### config.mk
export PLATFORM = sky130hd
export DESIGN_NAME = uart_tx_fifo
export DESIGN_NICKNAME = d
export VERILOG_FILES = /design/src/rtl/uart_tx_fifo.sv
export SDC_FILE = /design/constraint.sdc
export NUM_CORES = 1
export LEC_CHECK = 0
export BUFFER_PORTS_ARGS = -buffer_cell sky130_fd_sc_hd__buf_2
export CORE_MARGIN = 5
export CORE_UTILIZATION = 35
export CTS_CLUSTER_SIZE = 8
export DETAILED_ROUTE_END_ITERATION = 10
export PLACE_DENSITY = 0.5
export SYNTH_ARGS = -nofsm -noshare
export SYNTH_HDL_FRONTEND = slang
export SYNTH_SLANG_ARGS = --single-unit
### constraint.sdc
create_clock -name CLK -period 3.35 [get_ports CLK]
set_clock_uncertainty 0.1 [all_clocks]
set_input_delay 0.335 -clock CLK [delete_from_list [all_inputs] [get_ports CLK]]
set_output_delay 0.335 -clock CLK [all_outputs]
set_load 0.01 [all_outputs]
### src/rtl/uart_tx_fifo.sv
// uart_tx_fifo
//   UART transmitter with a word FIFO in front of it. Producers write words
//   through a valid/ready port. The serialiser pops words and sends them as
//   start / data (LSB first) / optional parity / stop frames. Back-to-back
//   frames have no idle bit between them.
//
// Handshake: a word is written on every rising edge where TX_VALID and
//   TX_READY are both high. TX_READY depends only on the stored count, never
//   on TX_VALID. Holding TX_VALID while TX_READY is low stalls the producer;
//   the word stays on TX_DATA until it is accepted.
//
// Ports:
//   CLK          system clock, rising edge
//   RST_N        synchronous active-low reset
//   TX_DATA      word to transmit (DATA_BITS wide)
//   TX_VALID     producer has a word on TX_DATA
//   TX_READY     FIFO has a free slot
//   TX_EN        1 = frames may start; 0 = hold after the current frame
//   FIFO_COUNT   words stored, not counting the frame being sent
//   BUSY         a frame is in flight (FSM not in IDLE)
//   FLAG_TXE     FIFO empty and not BUSY
//   UART_TX_PIN  registered serial line, idle high
module uart_tx_fifo #(
   parameter int CLK_FREQ   = 100000000,
   parameter int UART_BPS   = 115200,
   parameter int DATA_BITS  = 8,
   parameter int PARITY     = 0,
   parameter int STOP_BITS  = 1,
   parameter int FIFO_DEPTH = 16
) (
   input  logic                        CLK,
   input  logic                        RST_N,
   input  logic [DATA_BITS-1:0]        TX_DATA,
   input  logic                        TX_VALID,
   output logic                        TX_READY,
   input  logic                        TX_EN,
   output logic [$clog2(FIFO_DEPTH):0] FIFO_COUNT,
   output logic                        BUSY,
   output logic                        FLAG_TXE,
   output logic                        UART_TX_PIN
);
   localparam int          BPS_CNT   = CLK_FREQ / UART_BPS;
   localparam int          AW        = $clog2(FIFO_DEPTH);
   localparam logic [15:0] BAUD_LAST = 16'(BPS_CNT - 1);
   localparam logic [3:0]  DATA_LAST = 4'(DATA_BITS - 1);
   localparam logic [3:0]  STOP_LAST = 4'(STOP_BITS - 1);
   localparam logic [AW:0] FULL_CNT  = (AW + 1)'(FIFO_DEPTH);
   localparam logic        ODD_PAR   = (PARITY == 1);

   typedef enum logic [2:0] {IDLE, START, DATA, PAR, STOP} state_t;

   state_t               state_q, state_d;
   logic [15:0]          baud_q, baud_d;
   logic [3:0]           bit_q, bit_d;
   logic [DATA_BITS-1:0] shift_q, shift_d;
   logic                 par_q, par_d;
   logic                 pin_q, pin_d;
   logic [AW-1:0]        wr_ptr_q, wr_ptr_d;
   logic [AW-1:0]        rd_ptr_q, rd_ptr_d;
   logic [AW:0]          count_q, count_d;
   logic [DATA_BITS-1:0] mem_q [FIFO_DEPTH];

   logic                 push;
   logic                 pop;
   logic                 fifo_empty;
   logic                 bit_end;
   logic [DATA_BITS-1:0] head;

   assign fifo_empty  = (count_q == '0);
   assign TX_READY    = (count_q != FULL_CNT);
   assign push        = TX_VALID & TX_READY;
   assign head        = mem_q[rd_ptr_q];
   assign bit_end     = (baud_q == BAUD_LAST);

   assign FIFO_COUNT  = count_q;
   assign BUSY        = (state_q != IDLE);
   assign FLAG_TXE    = fifo_empty & (state_q == IDLE);
   assign UART_TX_PIN = pin_q;

   // Serialiser next state. bit_q counts data bits in DATA and stop bits in
   // STOP; baud_q counts cycles within the current bit and is held at zero in
   // IDLE.
   always_comb begin
      state_d = state_q;
      baud_d  = baud_q;
      bit_d   = bit_q;
      shift_d = shift_q;
      par_d   = par_q;
      pin_d   = pin_q;
      pop     = 1'b0;
      case (state_q)
         IDLE: begin
            baud_d = '0;
            bit_d  = '0;
            pin_d  = 1'b1;
            pop    = !fifo_empty && TX_EN;
         end
         START: begin
            if (bit_end) begin
               baud_d  = '0;
               bit_d   = '0;
               pin_d   = shift_q[0];
               shift_d = shift_q >> 1;
               state_d = DATA;
            end else begin
               baud_d = baud_q + 16'd1;
            end
         end
         DATA: begin
            if (bit_end) begin
               baud_d = '0;
               if (bit_q == DATA_LAST) begin
                  bit_d = '0;
                  if (PARITY != 0) begin
                     pin_d   = par_q;
                     state_d = PAR;
                  end else begin
                     pin_d   = 1'b1;
                     state_d = STOP;
                  end
               end else begin
                  bit_d   = bit_q + 4'd1;
                  pin_d   = shift_q[0];
                  shift_d = shift_q >> 1;
               end
            end else begin
               baud_d = baud_q + 16'd1;
            end
         end
         PAR: begin
            if (bit_end) begin
               baud_d  = '0;
               bit_d   = '0;
               pin_d   = 1'b1;
               state_d = STOP;
            end else begin
               baud_d = baud_q + 16'd1;
            end
         end
         STOP: begin
            if (bit_end) begin
               baud_d = '0;
               if (bit_q == STOP_LAST) begin
                  bit_d = '0;
                  // TX_EN is only looked at here and in IDLE, so a frame
                  // already started always runs to completion.
                  if (!fifo_empty && TX_EN) begin
                     pop = 1'b1;
                  end else begin
                     pin_d   = 1'b1;
                     state_d = IDLE;
                  end
               end else begin
                  bit_d = bit_q + 4'd1;
               end
            end else begin
               baud_d = baud_q + 16'd1;
            end
         end
         default: begin
            state_d = IDLE;
            pin_d   = 1'b1;
         end
      endcase
      // Popping loads the next word and starts its start bit this edge.
      // Parity is computed here once so the PAR state only replays it.
      if (pop) begin
         state_d = START;
         baud_d  = '0;
         bit_d   = '0;
         pin_d   = 1'b0;
         shift_d = head;
         par_d   = (^head) ^ ODD_PAR;
      end
   end

   // FIFO pointers wrap naturally because FIFO_DEPTH is a power of two.
   // A pop only happens with count > 0 and a push only with count < depth,
   // so a simultaneous push and pop leaves the count unchanged.
   always_comb begin
      wr_ptr_d = push ? wr_ptr_q + 1'b1 : wr_ptr_q;
      rd_ptr_d = pop  ? rd_ptr_q + 1'b1 : rd_ptr_q;
      count_d  = count_q;
      case ({push, pop})
         2'b10:   count_d = count_q + 1'b1;
         2'b01:   count_d = count_q - 1'b1;
         default: count_d = count_q;
      endcase
   end

   always_ff @(posedge CLK) begin
      if (!RST_N) begin
         state_q  <= IDLE;
         baud_q   <= '0;
         bit_q    <= '0;
         shift_q  <= '0;
         par_q    <= 1'b0;
         pin_q    <= 1'b1;
         wr_ptr_q <= '0;
         rd_ptr_q <= '0;
         count_q  <= '0;
      end else begin
         state_q  <= state_d;
         baud_q   <= baud_d;
         bit_q    <= bit_d;
         shift_q  <= shift_d;
         par_q    <= par_d;
         pin_q    <= pin_d;
         wr_ptr_q <= wr_ptr_d;
         rd_ptr_q <= rd_ptr_d;
         count_q  <= count_d;
      end
   end

   // Storage needs no reset; only slots behind a valid pointer are read.
   always_ff @(posedge CLK) begin
      if (push) begin
         mem_q[wr_ptr_q] <= TX_DATA;
      end
   end

endmodule
==> impl_results.md <==
- Status: finished clean
- DRC errors left: 0
- Seq cells post-synth: 177
- Core ar.: 21100 um^2
- CP most frequent cell: or3b_2
- Final period utilization: 96.5%
- Initial antenna violation count: 0
- DRT iter0 DRCs: 208
- Global-route wire length before repair: 24.0 mm
- Setup TNS: 0 ns
- Dpl ws: about 0.043 ns
- Area taken by multi-input logic gates: around 2500 um^2
- Final hold violations: 0
- Critical path capture point type: register
- Most common cell after layout, fill and taps aside: edfxtp_1
- GRT Overall Usage: 12.9%
- Total Nets Final: approximately 560
- Initial core utilization: a little over a third
- Worst hold path type: in -> reg
- Syn Nets: 521
- CTS H-tree depth: 4
- Buf/Inv on CP: 1
- Critical-path cell with the highest stage delay: or3b_2
- Gpl congestion: 0.773
- Worst-skew pair later-pin latency: 0.43 ns
- Worst-Margin Slew: 0.602 ns
- Highest Clock Rate: 0.309 GHz
- Routed Antenna Nets: 0
- Fill count: ~2000
- Clock transition at path regs: ~0.08 ns
- Post-synth EDFFs: 128
- Largest net degree at the start of global routing: 33
- Pre-Repair DR Iteration Count: 4
- Predominant post-synthesis flop cell: edfxtp_1
- Area grow syn2layout: 15.8%
- Die footprint: 24500 um^2
- Area leader, netlist: edfxtp_1
- Die Y: between 150 and 200 um
- Most frequent cells in the layout: 128 x edfxtp_1, 48 x dfxtp_1, 40 x nor2_1, 38 x mux4_2, 28 x buf_4
- Pwr/cell area: between 600 and 700 nW/um^2
- Final setup fails: 0
- Critical Path AT: 3.48 ns
- Ports: 21
- Distinct cell type count after synthesis: 60
- Syn. warnings: 0
- Top cell type's share of synthesized area: approximately half
- Top delay family on crit path: simple AND/OR/NAND/NOR gates
- DR WL/cell: 18.1 um
- Fin crit period: between 3 and 4 ns
- Pins Over Slew Limit: 0
- Startpoint Class: register
- Vias in the first global route: ~4300
- Clock sinks: 177
- Syn Area/Cell: 15.1 um^2
- Ys async rst share: 0%
- P_leak: 2.83 nW
- Post-DP HPWL: 10.0 mm
- Antenna cells: 0
- Sequential element share of the synthesized area: 64.3%
- Proportion of layout cells with a drive suffix above 1: between 20% and 30%
- Post-CTS setup buffer count: 0
- Crit Path Class: reg -> reg
- Die width: 156 um
- Root Driver: clkbuf_16
- Slew headroom: about three fifths
- CTS tree: yes
- Highest cell delay on the worst timing path: 0.50 ns
- Worst VDD drop: approximately 0.00034 V
- CTS Buffer Depth: 2
- Drt via density: 5.16
- Dominant cells by area after synthesis: edfxtp_1 51%, dfxtp_1 13%, mux4_2 11%, ha_1 2.0%, nor2_1 2.0%
- Via Count: 4256
- PortBufs: 20
- Row count: 53
- FF+latch area: around 4800 um^2
- CP cell instances: inv_1 > ha_1 > or3b_2 > o21a_1 > nor2_1 > ha_4 > or3b_2 > a21boi_0 > nor3_1 > or3b_2 > a21oi_1
- Worst Slack Setup Final: 0.119 ns
- CTS Buf Count: 17
- MaxCap Viol Count: 0
- Crit path max fanout: 8
- Finished Core Util: 41.2%
- Syn Inst Count: slightly below 500
- Synthesized area: 7500 um^2
- Worst path required time: 3.60 ns
- Final wirelength: around 15 mm
- Grt total ovfl: 0
==> stage by stage <==
stage          cells  cell area, um^2  hold slack, ns  power, mW
4_1_cts          825             8680          0.0983       5.88
5_1_grt          825             8690           0.112       6.11
3_5_place_dp     793             8040           0.379       3.81
6_report         825             8690           0.125       5.81
3_3_place_gp     793             8040           0.368       3.79
2_1_floorplan    497             7500           0.334       3.45
==> synthesized netlist by cell type, types with 2 or more instances <==
master     instances
buf_6              3
dfxtp_1           49
or4_1              6
ha_1              12
a211oi_1           3
or2_2              2
nor3_1            10
o21a_1             4
and4_1             2
xor2_1            15
nand3_1           11
a21oi_1           21
nand4_1            9
clkbuf_1          13
nand2_1           21
buf_2              9
edfxtp_1         128
nor2b_1            7
nand2b_1           3
nand4_2            2
o2bb2ai_1          8
nor2_1            40
nor4_1             3
or3b_2             3
and3_1             3
or3_1              2
buf_1              3
a21boi_0           2
inv_1              7
nand3b_1           4
mux2i_1           11
xnor2_1            5
mux4_2            38
o21ai_0            9
o31ai_1            3
nor4_2             2
==> final timing paths <==
check                                            from                          to  slack, ns  depth (start not counted)
worst max-delay path            bit_q[0]$_SDFFE_PP0P_  FIFO_COUNT[3]$_SDFFE_PN0P_       0.12                         11
worst min-delay path                            RST_N     state_q[0]$_SDFFE_PN0P_       0.13                          2
worst max register to register  bit_q[0]$_SDFFE_PP0P_  FIFO_COUNT[3]$_SDFFE_PN0P_       0.12                         11
worst min register to register  bit_q[0]$_SDFFE_PP0P_       bit_q[0]$_SDFFE_PP0P_       0.40                          2
==> cell families after synthesis <==
family | Yosys count | share of synthesized area [%]
AO/OA/AOI/OAI | 62 | 5.37
multiplexers | 49 | 12.9
buffers and inverters | 36 | 2.25
AND/OR/NAND/NOR | 140 | 10.7
adder cells (fa/ha/maj) | 13 | 2.15
flip-flops | 177 | 64.3
XOR/XNOR | 20 | 2.33
==> metal layers <==
layer | track usage, % | wire length, um
met1 | 17.4 | 6960
met2 | 20.9 | 7370
met3 | 3.37 | 493
met4 | 3.35 | 135
met5 | 0 | 0
==> registers in the layout, indices dropped and copies added, names as in the netlist, named ones only <==
signal / flops
shift_q: 8
FIFO_COUNT: 5
bit_q: 4
rd_ptr_q: 4
mem_q: 128
baud_q: 16
wr_ptr_q: 4
state_q: 3
UART_TX_PIN: 1
==> what timing repair did <==
item / CTS / global route
setup endpoints to repair: 0 / 2
resized for setup: 0 / 2
hold buffers: 0 / 0
==> where the power goes <==
group | leakage, nW | switching, mW | internal (mW)
Clock | 0.307 | 1.02 | 1.05
Sequential | 1.55 | 0.0931 | 2.47
Combinational | 0.972 | 0.607 | 0.575
==> final cells by class <==
class,count,area share (%)
sequential,177,55.5
clock buffer,17,4.89
tap,275,3.96
clock inverter,15,2.46
timing repair buffer,49,3.80
inverter,8,0.345
multi-input combinational,284,29.0
No activity file was read; power rests on OpenSTA's default activity.
